## src/rtl/demux4_stage_if.sv

```systemverilog
// Handshake bundle for demux4_stage: one producer port, four consumer ports
// sharing a single data/select bus.
interface demux4_stage_if #(
  parameter int WIDTH = 32
);
  logic             in_valid;
  logic             in_ready;
  logic [1:0]       select;
  logic [WIDTH-1:0] data_i;
  logic [3:0]       out_valid;
  logic [3:0]       out_ready;
  logic [WIDTH-1:0] data_o;
  logic [1:0]       out_sel;

  modport master (
    output in_valid,
    output select,
    output data_i,
    output out_ready,
    input  in_ready,
    input  out_valid,
    input  data_o,
    input  out_sel
  );

  modport slave (
    input  in_valid,
    input  select,
    input  data_i,
    input  out_ready,
    output in_ready,
    output out_valid,
    output data_o,
    output out_sel
  );
endinterface

```

## src/rtl/demux4_stage.sv

```systemverilog
// Registered 1-to-4 demux stage with valid/ready handshake.
// Define DEMUX4_SKID_EN for a skid entry and a registered in_ready.
module demux4_stage #(
  parameter int WIDTH = 32
) (
  input logic clk,
  input logic rst_n,
  demux4_stage_if.slave bus
);

  typedef struct packed {
    logic             valid;
    logic [1:0]       sel;
    logic [WIDTH-1:0] data;
  } hold_t;

  hold_t hr_q, hr_d;
  hold_t in_word;
  logic  drain;
  logic  fire_in;

  assign in_word = {1'b1, bus.select, bus.data_i};
  assign drain   = hr_q.valid & bus.out_ready[hr_q.sel];
  assign fire_in = bus.in_valid & bus.in_ready;

  assign bus.out_valid = hr_q.valid
                       ? (4'b0001 << hr_q.sel)
                       : 4'b0000;
  assign bus.data_o    = hr_q.data;
  assign bus.out_sel   = hr_q.sel;

`ifdef DEMUX4_SKID_EN

  typedef enum logic [1:0] {
    EMPTY = 2'd0,
    ONE   = 2'd1,
    TWO   = 2'd2
  } state_e;

  state_e state_q, state_d;
  hold_t  sk_q, sk_d;
  logic   rdy_q, rdy_d;

  assign bus.in_ready = rdy_q;

  always_comb begin
    state_d = state_q;
    hr_d    = hr_q;
    sk_d    = sk_q;
    unique case (state_q)
      EMPTY: begin
        if (fire_in) begin
          hr_d    = in_word;
          state_d = ONE;
        end
      end
      ONE: begin
        unique case (1'b1)
          fire_in & drain: begin
            hr_d = in_word;
          end
          fire_in & !drain: begin
            sk_d    = in_word;
            state_d = TWO;
          end
          !fire_in & drain: begin
            hr_d.valid = 1'b0;
            state_d    = EMPTY;
          end
          default: ;
        endcase
      end
      TWO: begin
        // in_ready is low here, so only a drain can move
        if (drain) begin
          hr_d       = sk_q;
          sk_d.valid = 1'b0;
          state_d    = ONE;
        end
      end
      default: begin
        state_d = EMPTY;
        hr_d    = '0;
        sk_d    = '0;
      end
    endcase
    rdy_d = !sk_d.valid;
  end

  always_ff @(posedge clk or negedge rst_n) begin
    if (!rst_n) begin
      state_q <= EMPTY;
      hr_q    <= '0;
      sk_q    <= '0;
      rdy_q   <= 1'b0;
    end else begin
      state_q <= state_d;
      hr_q    <= hr_d;
      sk_q    <= sk_d;
      rdy_q   <= rdy_d;
    end
  end

`else

  // drain and fill in the same cycle reload HR with no bubble
  assign bus.in_ready = !hr_q.valid
                      | bus.out_ready[hr_q.sel];

  always_comb begin
    hr_d = hr_q;
    if (fire_in) begin
      hr_d = in_word;
    end else if (drain) begin
      hr_d.valid = 1'b0;
    end
  end

  always_ff @(posedge clk or negedge rst_n) begin
    if (!rst_n) begin
      hr_q <= '0;
    end else begin
      hr_q <= hr_d;
    end
  end

`endif

`ifndef SYNTHESIS
  a_onehot: assert property (
    @(posedge clk) disable iff (!rst_n)
    $onehot0(bus.out_valid)
  );

  a_hold: assert property (
    @(posedge clk) disable iff (!rst_n)
    (|bus.out_valid && !(|(bus.out_valid & bus.out_ready)))
    |=> ($stable(bus.data_o) && $stable(bus.out_sel))
  );
`endif

endmodule

```

## src/flat_wrapper.sv

```systemverilog
// flat-port wrapper written by rule: the top's interface ports become plain ports
module demux4_stage_flat 
#(
  parameter int WIDTH = 32
)
  (clk, rst_n, bus_in_valid, bus_select, bus_data_i, bus_out_ready, bus_in_ready, bus_out_valid, bus_data_o, bus_out_sel);
  demux4_stage_if #(.WIDTH(WIDTH)) bus_i ();
  input logic clk;
  input logic rst_n;
  input wire logic [$bits(bus_i.in_valid)-1:0] bus_in_valid;
  input wire logic [$bits(bus_i.select)-1:0] bus_select;
  input wire logic [$bits(bus_i.data_i)-1:0] bus_data_i;
  input wire logic [$bits(bus_i.out_ready)-1:0] bus_out_ready;
  output wire logic [$bits(bus_i.in_ready)-1:0] bus_in_ready;
  output wire logic [$bits(bus_i.out_valid)-1:0] bus_out_valid;
  output wire logic [$bits(bus_i.data_o)-1:0] bus_data_o;
  output wire logic [$bits(bus_i.out_sel)-1:0] bus_out_sel;
  assign bus_i.in_valid = bus_in_valid;
  assign bus_i.select = bus_select;
  assign bus_i.data_i = bus_data_i;
  assign bus_i.out_ready = bus_out_ready;
  assign bus_in_ready = bus_i.in_ready;
  assign bus_out_valid = bus_i.out_valid;
  assign bus_data_o = bus_i.data_o;
  assign bus_out_sel = bus_i.out_sel;
  demux4_stage #(.WIDTH(WIDTH)) u_core (.clk(clk), .rst_n(rst_n), .bus(bus_i));
endmodule
```

## config.mk

```make
export PLATFORM = sky130hd
export DESIGN_NAME = demux4_stage_flat
export DESIGN_NICKNAME = d
export VERILOG_FILES = /design/src/rtl/demux4_stage_if.sv /design/src/rtl/demux4_stage.sv /design/src/flat_wrapper.sv
export SDC_FILE = /design/constraint.sdc
export NUM_CORES = 1
export LEC_CHECK = 0
export CAP_MARGIN = 20
export CORE_ASPECT_RATIO = 0.75
export CORE_MARGIN = 2
export CORE_UTILIZATION = 40
export CTS_BUF_LIST = sky130_fd_sc_hd__clkbuf_16
export CTS_CLUSTER_DIAMETER = 40
export CTS_CLUSTER_SIZE = 24
export DETAILED_ROUTE_END_ITERATION = 16
export PLACE_DENSITY = 0.84
export SYNTH_ARGS = -nofsm -noshare
export SYNTH_HDL_FRONTEND = slang
export SYNTH_SLANG_ARGS = --single-unit
```

## constraint.sdc

```tcl
create_clock -name clk -period 2.8 [get_ports clk]
set_clock_uncertainty 0.2 [all_clocks]
set_input_delay 0.84 -clock clk [delete_from_list [all_inputs] [get_ports clk]]
set_output_delay 0.84 -clock clk [all_outputs]
set_load 0.01 [all_outputs]
```

==> flow_metrics.env <==
export IMPL_status="complete, no violations"
export IMPL_finalInstanceArea_um2=2440
export IMPL_drv_cap=0
export IMPL_clk_latency_ns=0.27
export IMPL_antennaDiodeCount=0
export IMPL_finalHoldViolCount=0
export IMPL_cp_start_kind="primary input"
export IMPL_routedWlPerCell_um=14.23
export IMPL_synth_cell_types=14
export IMPL_drtIter0Drc=8
export IMPL_crit_start="bus_out_ready[2]"
export IMPL_via_per_inst=4.610
export IMPL_cp_max_fo=2
export IMPL_synth_cells=120
export IMPL_relSlewSlack=0.4808
export IMPL_slew_violations=0
export IMPL_cts_htree_levels=2
export IMPL_crit_type="primary input to primary output"
export IMPL_cts_buffers_inserted=5
export IMPL_cts_tree="yes"
export IMPL_syn_avg_cell_area_um2=13.97
export IMPL_grt_max_degree=36
export IMPL_worst_pin_slew_ns=0.7788
export IMPL_yosys_area_top_type_share=0.5224
export IMPL_grt_pass1_vias=1091
export IMPL_core_area_um2=4029
export IMPL_die_x_um=78.76
export IMPL_min_from="u_core.bus.data_o[8]"
export IMPL_setup_tns_final_ns=0
export IMPL_cp_end_kind="primary output"
export IMPL_n_fill_cell=325
export IMPL_layout_common_cells="clkdlybuf4s50_1 (73), dfrtp_1 (35), mux2_2 (31)"
export IMPL_row_count=20
export IMPL_period_share=0.9864
export IMPL_synthTopCellsByArea="dfrtp_1 (52%), mux2_2 (22%), buf_4 (15%), buf_8 (2.7%), mux2_4 (1.8%)"
export IMPL_num_io_pins=80
export IMPL_final_common_cell="clkdlybuf4s50_1"
export IMPL_ys_seq_area_frac=0.5224
export IMPL_critPathRequiredTime_ns=1.76
export IMPL_synth_warnings=0
export IMPL_powerDensity_nw_per_um2=998.1
export IMPL_antenna_left=0
export IMPL_synth_seq_cells=35
export IMPL_chipHeight_um=60.07
export IMPL_port_buffers=79
export IMPL_drive_gt1_frac=0.3006
export IMPL_cp_arrival_ns=1.72
export IMPL_first_pass_iters=2
export IMPL_hold_path_class="flip-flop to flip-flop"
export IMPL_reg2reg_from="u_core.bus.out_sel[0]"
export IMPL_gp_congestion=0.8003
export IMPL_setup_viol=0
export IMPL_antenna_found_initial=0
export IMPL_rsz0062_at_grt="false"
export IMPL_hpwl_um=2410
export IMPL_overflow=0
export IMPL_root_buffer="clkbuf_16"
export IMPL_grt_pass1_wl_um=5181
export IMPL_cts_max_path_buffers=2
export IMPL_path_clk_slew_ns=0.05
export IMPL_finalPower_mw=2.435
export IMPL_area_growth_pct=45.52
export IMPL_total_leakage_power_nw=1.022
export IMPL_nNetsFinal=214
export IMPL_synth_net_count=161
export IMPL_cts_setup_buffers=0
export IMPL_max_clock_freq_mhz=362.1
export IMPL_irDropWorstVdd_uv=646.5
export IMPL_synth_top_cell_by_area="dfrtp_1"
export IMPL_period_needed_ns=2.762
export IMPL_die_area_um2=4731
export IMPL_cts_sinks=35
export IMPL_start_util=0.4161
export IMPL_vias=1051
export IMPL_drc_errors=0
export IMPL_wirelength_um=3245
export IMPL_track_usage=0.1484
export IMPL_place_area_um2=2273
export IMPL_synth_area_um2=1677
## sequential cells by signal, indices dropped and copies added (netlist names)
register and count:
u_core.bus.data_o 32, u_core.bus.out_sel 2, u_core.hr_q 1
## worst max-delay path, stage by stage
cell and delay (ns):
dlygate4sd2_1 0.24, mux2_4 0.27, o22a_2 0.25, buf_6 0.12
## worst paths after layout
kind | slack [ns] | to | cells after the start
max in group asynchronous | 1.46 | u_core.bus.out_sel[0] | 1
min reg2reg | 0.30 | u_core.bus.data_o[8] | 1
min | 0.30 | u_core.bus.data_o[8] | 1
max | 0.04 | bus_in_ready | 4
min in group asynchronous | 0.45 | u_core.bus.data_o[12] | 1
max reg2reg | 0.69 | u_core.bus.data_o[5] | 5
## area by class of cell
class / instances / area [µm²] / share of cell area
inverters: 1 / 3.754 / 0.001538
well taps: 55 / 68.82 / 0.02821
repair buffers: 83 / 824.5 / 0.3379
clock inverters: 2 / 37.54 / 0.01538
clock buffers: 5 / 125.1 / 0.05128
flip-flops and latches: 35 / 875.8 / 0.3590
multi-input cells: 47 / 504.2 / 0.2067
## power breakdown
part	total, mW	switching (mW)	internal, mW
combinational	1.01	0.354	0.655
clock	0.602	0.188	0.414
sequential	0.824	0.118	0.706
## synthesized netlist by cell type (all sizes together)
| cell | n |
|---|---|
| o21ai | 2 |
| mux2i | 1 |
| o22a | 1 |
| and3 | 2 |
| nand2 | 1 |
| dfrtp | 35 |
| mux2 | 35 |
| o221ai | 1 |
| nand2b | 2 |
| buf | 37 |
| nor2 | 2 |
| inv | 1 |
## metal layers
layer / vias to the layer above / GRT usage / share of wire
met4: 0 / 0.07018 / 0.014
met1: 505 / 0.1612 / 0.38
met5: - / 0 / 0
met2: 61 / 0.2515 / 0.49
li1: 479 / - / -
met3: 6 / 0.06798 / 0.12
## stage by stage
step	utilization	setup WS (ns)	hold WS [ns]	cells
6_report	0.6056	0.03805	0.2994	228
2_1_floorplan	-	0.3790	0.2806	120
3_5_place_dp	0.5643	-0.4650	0.2914	221
4_1_cts	0.6056	0.03818	0.3028	228
3_3_place_gp	0.5643	-0.4627	0.2852	221
5_1_grt	0.6056	0.002220	0.3174	228
## cell families (layout without fill, tap and decap cells)
family                 after synthesis  count (layout)  share of synthesized area
buffers and inverters               38              91                     0.1813
muxes                               36              36                     0.2455
DFF                                 35              35                     0.5224
and+or+nand+nor                      7               7                    0.02313
AOI/OAI and AO/OA                    4               4                    0.02762
## what timing repair did
item	CTS	global route
gates resized for setup	11	0
hold buffers	0	0
setup endpoints to repair	1	0
endpoints found under the hold margin	0	0
No activity file was read; power rests on OpenSTA's default activity.
